### src/rtl/uart_pkg.sv
// Shared types and sizing helpers for the UART transmit scheduler.
package uart_pkg;

    typedef enum logic [1:0] {
        IDLE,
        LOAD,
        WAIT_BUSY,
        WAIT_DONE
    } uart_sched_state_t;

    localparam int unsigned SCHED_NREQ_DEF = 2;
    localparam int unsigned SCHED_CNT_W    = 4;

    // Grant index width; never below one bit so single-bit ports stay legal.
    function automatic int unsigned sched_id_w(input int unsigned nreq);
        return (nreq > 32'd1) ? 32'($clog2(nreq)) : 32'd1;
    endfunction

    localparam int unsigned SCHED_ID_W = sched_id_w(SCHED_NREQ_DEF);

endpackage

### src/rtl/rr_arbiter.sv
// Rotating-priority arbiter: first asserted req strictly after last_grant, with wrap.
module rr_arbiter
    import uart_pkg::*;
#(
    parameter  int unsigned NREQ = SCHED_NREQ_DEF,
    localparam int unsigned ID_W = sched_id_w(NREQ)
) (
    input  logic [NREQ-1:0] req,
    input  logic [ID_W-1:0] last_grant,
    output logic [NREQ-1:0] gnt,
    output logic [ID_W-1:0] gnt_id,
    output logic            gnt_valid
);

    // Two passes: indices above the pointer first, then the wrapped-around ones.
    always_comb begin
        gnt       = '0;
        gnt_id    = '0;
        gnt_valid = 1'b0;
        for (int unsigned i = 0; i < NREQ; i++) begin
            if (!gnt_valid && req[i] && (i > 32'(last_grant))) begin
                gnt_valid = 1'b1;
                gnt[i]    = 1'b1;
                gnt_id    = ID_W'(i);
            end
        end
        for (int unsigned i = 0; i < NREQ; i++) begin
            if (!gnt_valid && req[i] && (i <= 32'(last_grant))) begin
                gnt_valid = 1'b1;
                gnt[i]    = 1'b1;
                gnt_id    = ID_W'(i);
            end
        end
    end

endmodule

### src/rtl/uart_tx_sched.sv
// Round-robin byte scheduler in front of a single UART transmitter core.
// Optional message lock (requester keeps the line until req_last) under UART_SCHED_LOCK_EN.
module uart_tx_sched
    import uart_pkg::*;
#(
    parameter  int unsigned NREQ        = SCHED_NREQ_DEF,
    parameter  int unsigned ACK_TIMEOUT = 4,
    localparam int unsigned ID_W        = sched_id_w(NREQ)
) (
    input  logic                clk,
    input  logic                reset,
    input  logic [NREQ-1:0]     req_valid,
    input  logic [NREQ*8-1:0]   req_data,
    input  logic [NREQ-1:0]     req_last,
    output logic [NREQ-1:0]     req_ready,
    output logic [7:0]          core_data,
    output logic                core_wr,
    input  logic                core_busy,
    output logic [ID_W-1:0]     grant_id,
    output logic                active,
    output logic                err_timeout,
    input  logic                err_clr
);

    localparam int unsigned CNT_W = SCHED_CNT_W;

    uart_sched_state_t state, state_nxt;
    logic [CNT_W-1:0]  cnt, cnt_nxt;
    logic [ID_W-1:0]   last_grant;
    logic [NREQ-1:0]   req_elig;
    logic [NREQ-1:0]   arb_gnt;
    logic [ID_W-1:0]   arb_id;
    logic              arb_valid;
    logic [7:0]        sel_data;
    logic              accept;
    logic              timeout;

`ifdef UART_SCHED_LOCK_EN
    logic              lock_q;
    logic [ID_W-1:0]   lock_id;
    logic [NREQ-1:0]   lock_mask;

    // While locked, only the owner of the open message may be picked.
    always_comb begin
        lock_mask = NREQ'(1) << lock_id;
        req_elig  = lock_q ? (req_valid & lock_mask) : req_valid;
    end

    always_ff @(posedge clk) begin
        if (reset) begin
            lock_q  <= 1'b0;
            lock_id <= '0;
        end else if (timeout) begin
            lock_q  <= 1'b0;
        end else if (accept) begin
            lock_q  <= ~(|(req_last & arb_gnt));
            lock_id <= arb_id;
        end
    end
`else
    logic unused_req_last;

    always_comb begin
        req_elig = req_valid;
    end

    assign unused_req_last = ^req_last;
`endif

    rr_arbiter #(
        .NREQ (NREQ)
    ) u_arb (
        .req        (req_elig),
        .last_grant (last_grant),
        .gnt        (arb_gnt),
        .gnt_id     (arb_id),
        .gnt_valid  (arb_valid)
    );

    // Byte of the current winner.
    always_comb begin
        sel_data = '0;
        for (int unsigned i = 0; i < NREQ; i++) begin
            if (arb_gnt[i]) begin
                sel_data = req_data[8*i +: 8];
            end
        end
    end

    // Next state, timeout counter, and combinational ready.
    always_comb begin
        state_nxt = state;
        cnt_nxt   = cnt;
        accept    = 1'b0;
        timeout   = 1'b0;
        req_ready = '0;
        case (state)
            IDLE: begin
                if (!reset && !core_busy && arb_valid) begin
                    accept    = 1'b1;
                    req_ready = arb_gnt;
                    state_nxt = LOAD;
                end
            end
            LOAD: begin
                cnt_nxt   = '0;
                state_nxt = WAIT_BUSY;
            end
            WAIT_BUSY: begin
                if (core_busy) begin
                    state_nxt = WAIT_DONE;
                end else if (cnt == CNT_W'(ACK_TIMEOUT - 2)) begin
                    timeout   = 1'b1;
                    state_nxt = IDLE;
                end else begin
                    cnt_nxt = cnt + CNT_W'(1);
                end
            end
            WAIT_DONE: begin
                if (!core_busy) begin
                    state_nxt = IDLE;
                end
            end
            default: begin
                state_nxt = IDLE;
            end
        endcase
    end

    always_ff @(posedge clk) begin
        if (reset) begin
            state      <= IDLE;
            cnt        <= '0;
            last_grant <= ID_W'(NREQ - 1);
            core_data  <= '0;
            core_wr    <= 1'b0;
            grant_id   <= '0;
            active     <= 1'b0;
        end else begin
            state   <= state_nxt;
            cnt     <= cnt_nxt;
            core_wr <= (state_nxt == LOAD);
            active  <= (state_nxt != IDLE);
            if (accept) begin
                core_data  <= sel_data;
                last_grant <= arb_id;
                grant_id   <= arb_id;
            end
        end
    end

    // Sticky error; a same-cycle timeout beats the clear.
    always_ff @(posedge clk) begin
        if (reset) begin
            err_timeout <= 1'b0;
        end else if (timeout) begin
            err_timeout <= 1'b1;
        end else if (err_clr) begin
            err_timeout <= 1'b0;
        end
    end

endmodule

### config.mk
export PLATFORM = sky130hd
export DESIGN_NAME = uart_tx_sched
export DESIGN_NICKNAME = d
export VERILOG_FILES = /design/src/rtl/uart_pkg.sv /design/src/rtl/rr_arbiter.sv /design/src/rtl/uart_tx_sched.sv
export SDC_FILE = /design/constraint.sdc
export NUM_CORES = 1
export LEC_CHECK = 0
export CAP_MARGIN = 20
export CORE_AREA = 3 3 61 57
export DETAILED_ROUTE_END_ITERATION = 6
export DIE_AREA = 0 0 64 60
export PLACE_DENSITY_LB_ADDON = 0.1
export SYNTH_ARGS = -nofsm -noshare
export SYNTH_HDL_FRONTEND = slang
export SYNTH_HIERARCHICAL = 1
export SYNTH_SLANG_ARGS = --single-unit
### constraint.sdc
create_clock -name clk -period 1.7 [get_ports clk]
set_input_delay 0.425 -clock clk [delete_from_list [all_inputs] [get_ports clk]]
set_output_delay 0.425 -clock clk [all_outputs]
set_load 0.01 [all_outputs]
==> flow_metrics.tcl <==
set metrics [dict create \
    min_period_over_period 0.9720 \
    ys_seq_elements 19 \
    dp_hpwl_mm 1.855 \
    drtIter0Drc 33 \
    synthesis.area_sq_um 894.6 \
    fp.coreArea_sq_um 2815 \
    cts_sinks 19 \
    slew_violations 0 \
    diodes 0 \
    clock_power_share 0.245 \
    cp.required_ns 1.27 \
    die_w_microns 64 \
    rsz0062_at_grt "false" \
    p_leak_nw 0.5864 \
    drtPass1Iterations 4 \
    power.share.sequential 0.492 \
    die_h_microns 60 \
    synth_cell_types 31 \
    synth_seq_area_share 0.4252 \
    max_freq_mhz 605.2 \
    grt-busiest-layer "met2" \
    p_switching_mw 0.2774 \
    combPwrFrac 0.264 \
    start_util 0.3178 \
    synth_top_flop_cell "dfxtp_1" \
    areaGrowthSynthToFinish_pct 59.30 \
    status "complete, no violations" \
    numCtsBuffers 3 \
    vias_per_cell 4.920 \
    arrival_ns 1.23 \
    die_area_sq_um 3840 \
    setup-violations-final 0 \
    drive_gt1_frac 0.2245 \
    gr-usage-all-layers 0.1441 \
    grt_start_max_net_pins 17 \
    clkTransAtPathRegs_ns 0.11 \
    rows 18 \
    clk_latency_ns 0.30 \
    finalWirelength_mm 2.467 \
    min_period_ns 1.652 \
    drc 0 \
    clockBufferDepth 2 \
    skew_ns 0.004798 \
    switching_share 0.2804 \
    fin_nets 174 \
    antenna_found_initial 0 \
    critPathKind "in -> out" \
    place_congestion 0.7589 \
    cts_htree_levels 1 \
    path_max_fanout 3 \
    irDropWorstVdd_uv 513.8 \
    port_buffers 35 \
    ys_warn_count 6 \
    synthesis.nets 125 \
    worst_slew_pin_slew_ns 0.2721 \
    cts_tree "built" \
    hold_path_class "reg -> reg" \
    holdWs_ns 0.4879 \
    synth-edff-count 0 \
    synthCells 99 \
    clock-root-buffer "clkbuf_4" \
    grt_overflow 0 \
    startpoint_type "primary input" \
    timing.slew.headroom 0.8160 \
    postCtsHoldBufs 0 \
    syn_avg_cell_area_sq_um 9.036 \
    grt_util_met2 0.2415 \
    use_met3 0.05639 \
    synthArstFlopShare 0 \
    vias 920 \
    total_power_mw 0.9893 \
    cap_violations 0 \
    ios 38 \
    timing.final.hold_violations 0 \
    grt_util_met1 0.1644 \
    endpoint_kind "output pin" \
    ant_nets 0 \
    routedWlPerCell_microns 13.19 \
    p_per_area_nw_per_um2 694.2 \
    grt_pass1_vias 990 \
    grt_first_pass_wirelength_mm 4.305 \
    intPower_mw 0.7119 \
]
## critical path, cell delays in order
cell and delay (ns):
buf_2 0.11, or2_1 0.25, nor2b_4 0.14, and3_1 0.17, buf_2 0.14
## per-layer routing
layer / wire (microns) / vias up
met1: 1131 / 418
met4: 38 / 0
met2: 1135 / 29
met3: 162 / 6
li1: - / 467
met5: 0 / -
## Yosys cell counts, types with 2 or more instances
cell	n	area share
a21boi_1	3	0.025
a211oi_1	8	0.067
nand3_1	4	0.022
a22oi_1	7	0.059
a31o_2	3	0.029
a21oi_1	13	0.073
nor4_1	2	0.014
or3_1	2	0.014
ha_1	2	0.028
clkbuf_1	5	0.021
o21ai_0	3	0.017
nand2b_1	4	0.028
dfxtp_1	19	0.43
and3_1	2	0.014
nor3b_1	2	0.017
inv_1	3	0.013
nor2b_1	3	0.021
## what timing repair did
action / CTS / global route
gates cloned: 0 / 0
gates resized for setup: 22 / 2
pin swaps: 3 / 0
endpoints found under the setup margin: 2 / 2
buffers inserted: 2 / 0
endpoints found under the hold margin: 0 / 0
## power by group through the flow
stage	Clock, mW	Combinational [mW]	Sequential [mW]
after floorplan	0	0.0999	0.507
after CTS	0.259	0.264	0.486
final	0.242	0.261	0.486
after detailed placement	0	0.259	0.496
after global placement	0	0.254	0.496
after global routing	0.271	0.286	0.490
## layout make-up
type                            count  area [sq um]
Clock buffer                        3         22.52
Clock inverter                      1         7.507
Fill cell                         275          1390
Inverter                            3         11.26
Multi-Input combinational cell     70         488.0
Sequential cell                    19         380.4
Tap cell                           40         50.05
Timing Repair Buffer               51         465.4
## flip-flops by register name (all words and copies together), names as in the netlist
name,count
cnt,4
err_timeout,1
state,2
grant_id,1
core_data,8
last_grant,1
core_wr,1
active,1
## placed cells by master, fill, tap and decap left out, types with 3 or more instances in the layout
cell type,count
inv_1,3
a22oi_1,7
nand2b_1,4
o21ai_0,3
a21oi_1,13
clkdlybuf4s50_1,27
buf_4,15
buf_2,4
nand3_1,4
dfxtp_1,19
a31o_2,3
a211oi_1,8
clkbuf_4,3
## path summary, 6_finish.rpt
kind	from	to	slack, ns	cells past startpoint
max	req_valid[0]	req_ready[1]	0.05	5
min reg2reg	grant_id	grant_id	0.49	2
min	grant_id	grant_id	0.49	2
max reg2reg	cnt[0]	active	0.23	5
## cells by family (layout without fill, tap and decap cells)
group           after synthesis  after routing  share of synthesized area
buf+inv                      10             58                    0.04755
compound gates               40             40                     0.2951
fa+ha+maj                     2              2                    0.02797
simple gates                 28             28                     0.2042
flops                        19             19                     0.4252
## metrics by stage
stage          std cells  utilization  setup WS (ns)  cell area (sq um)  setup TNS (ns)
6_report             187       0.5062        0.04766               1425               0
3_5_place_dp         181       0.4907        -0.6745               1381          -5.575
2_1_floorplan         99            -        0.07211              894.6               0
3_3_place_gp         181       0.4907        -0.6571               1381          -5.433
4_1_cts              187       0.5044       0.002939               1420               0
5_1_grt              187       0.5062        0.01059               1425               0
No activity file was read; power rests on OpenSTA's default activity.
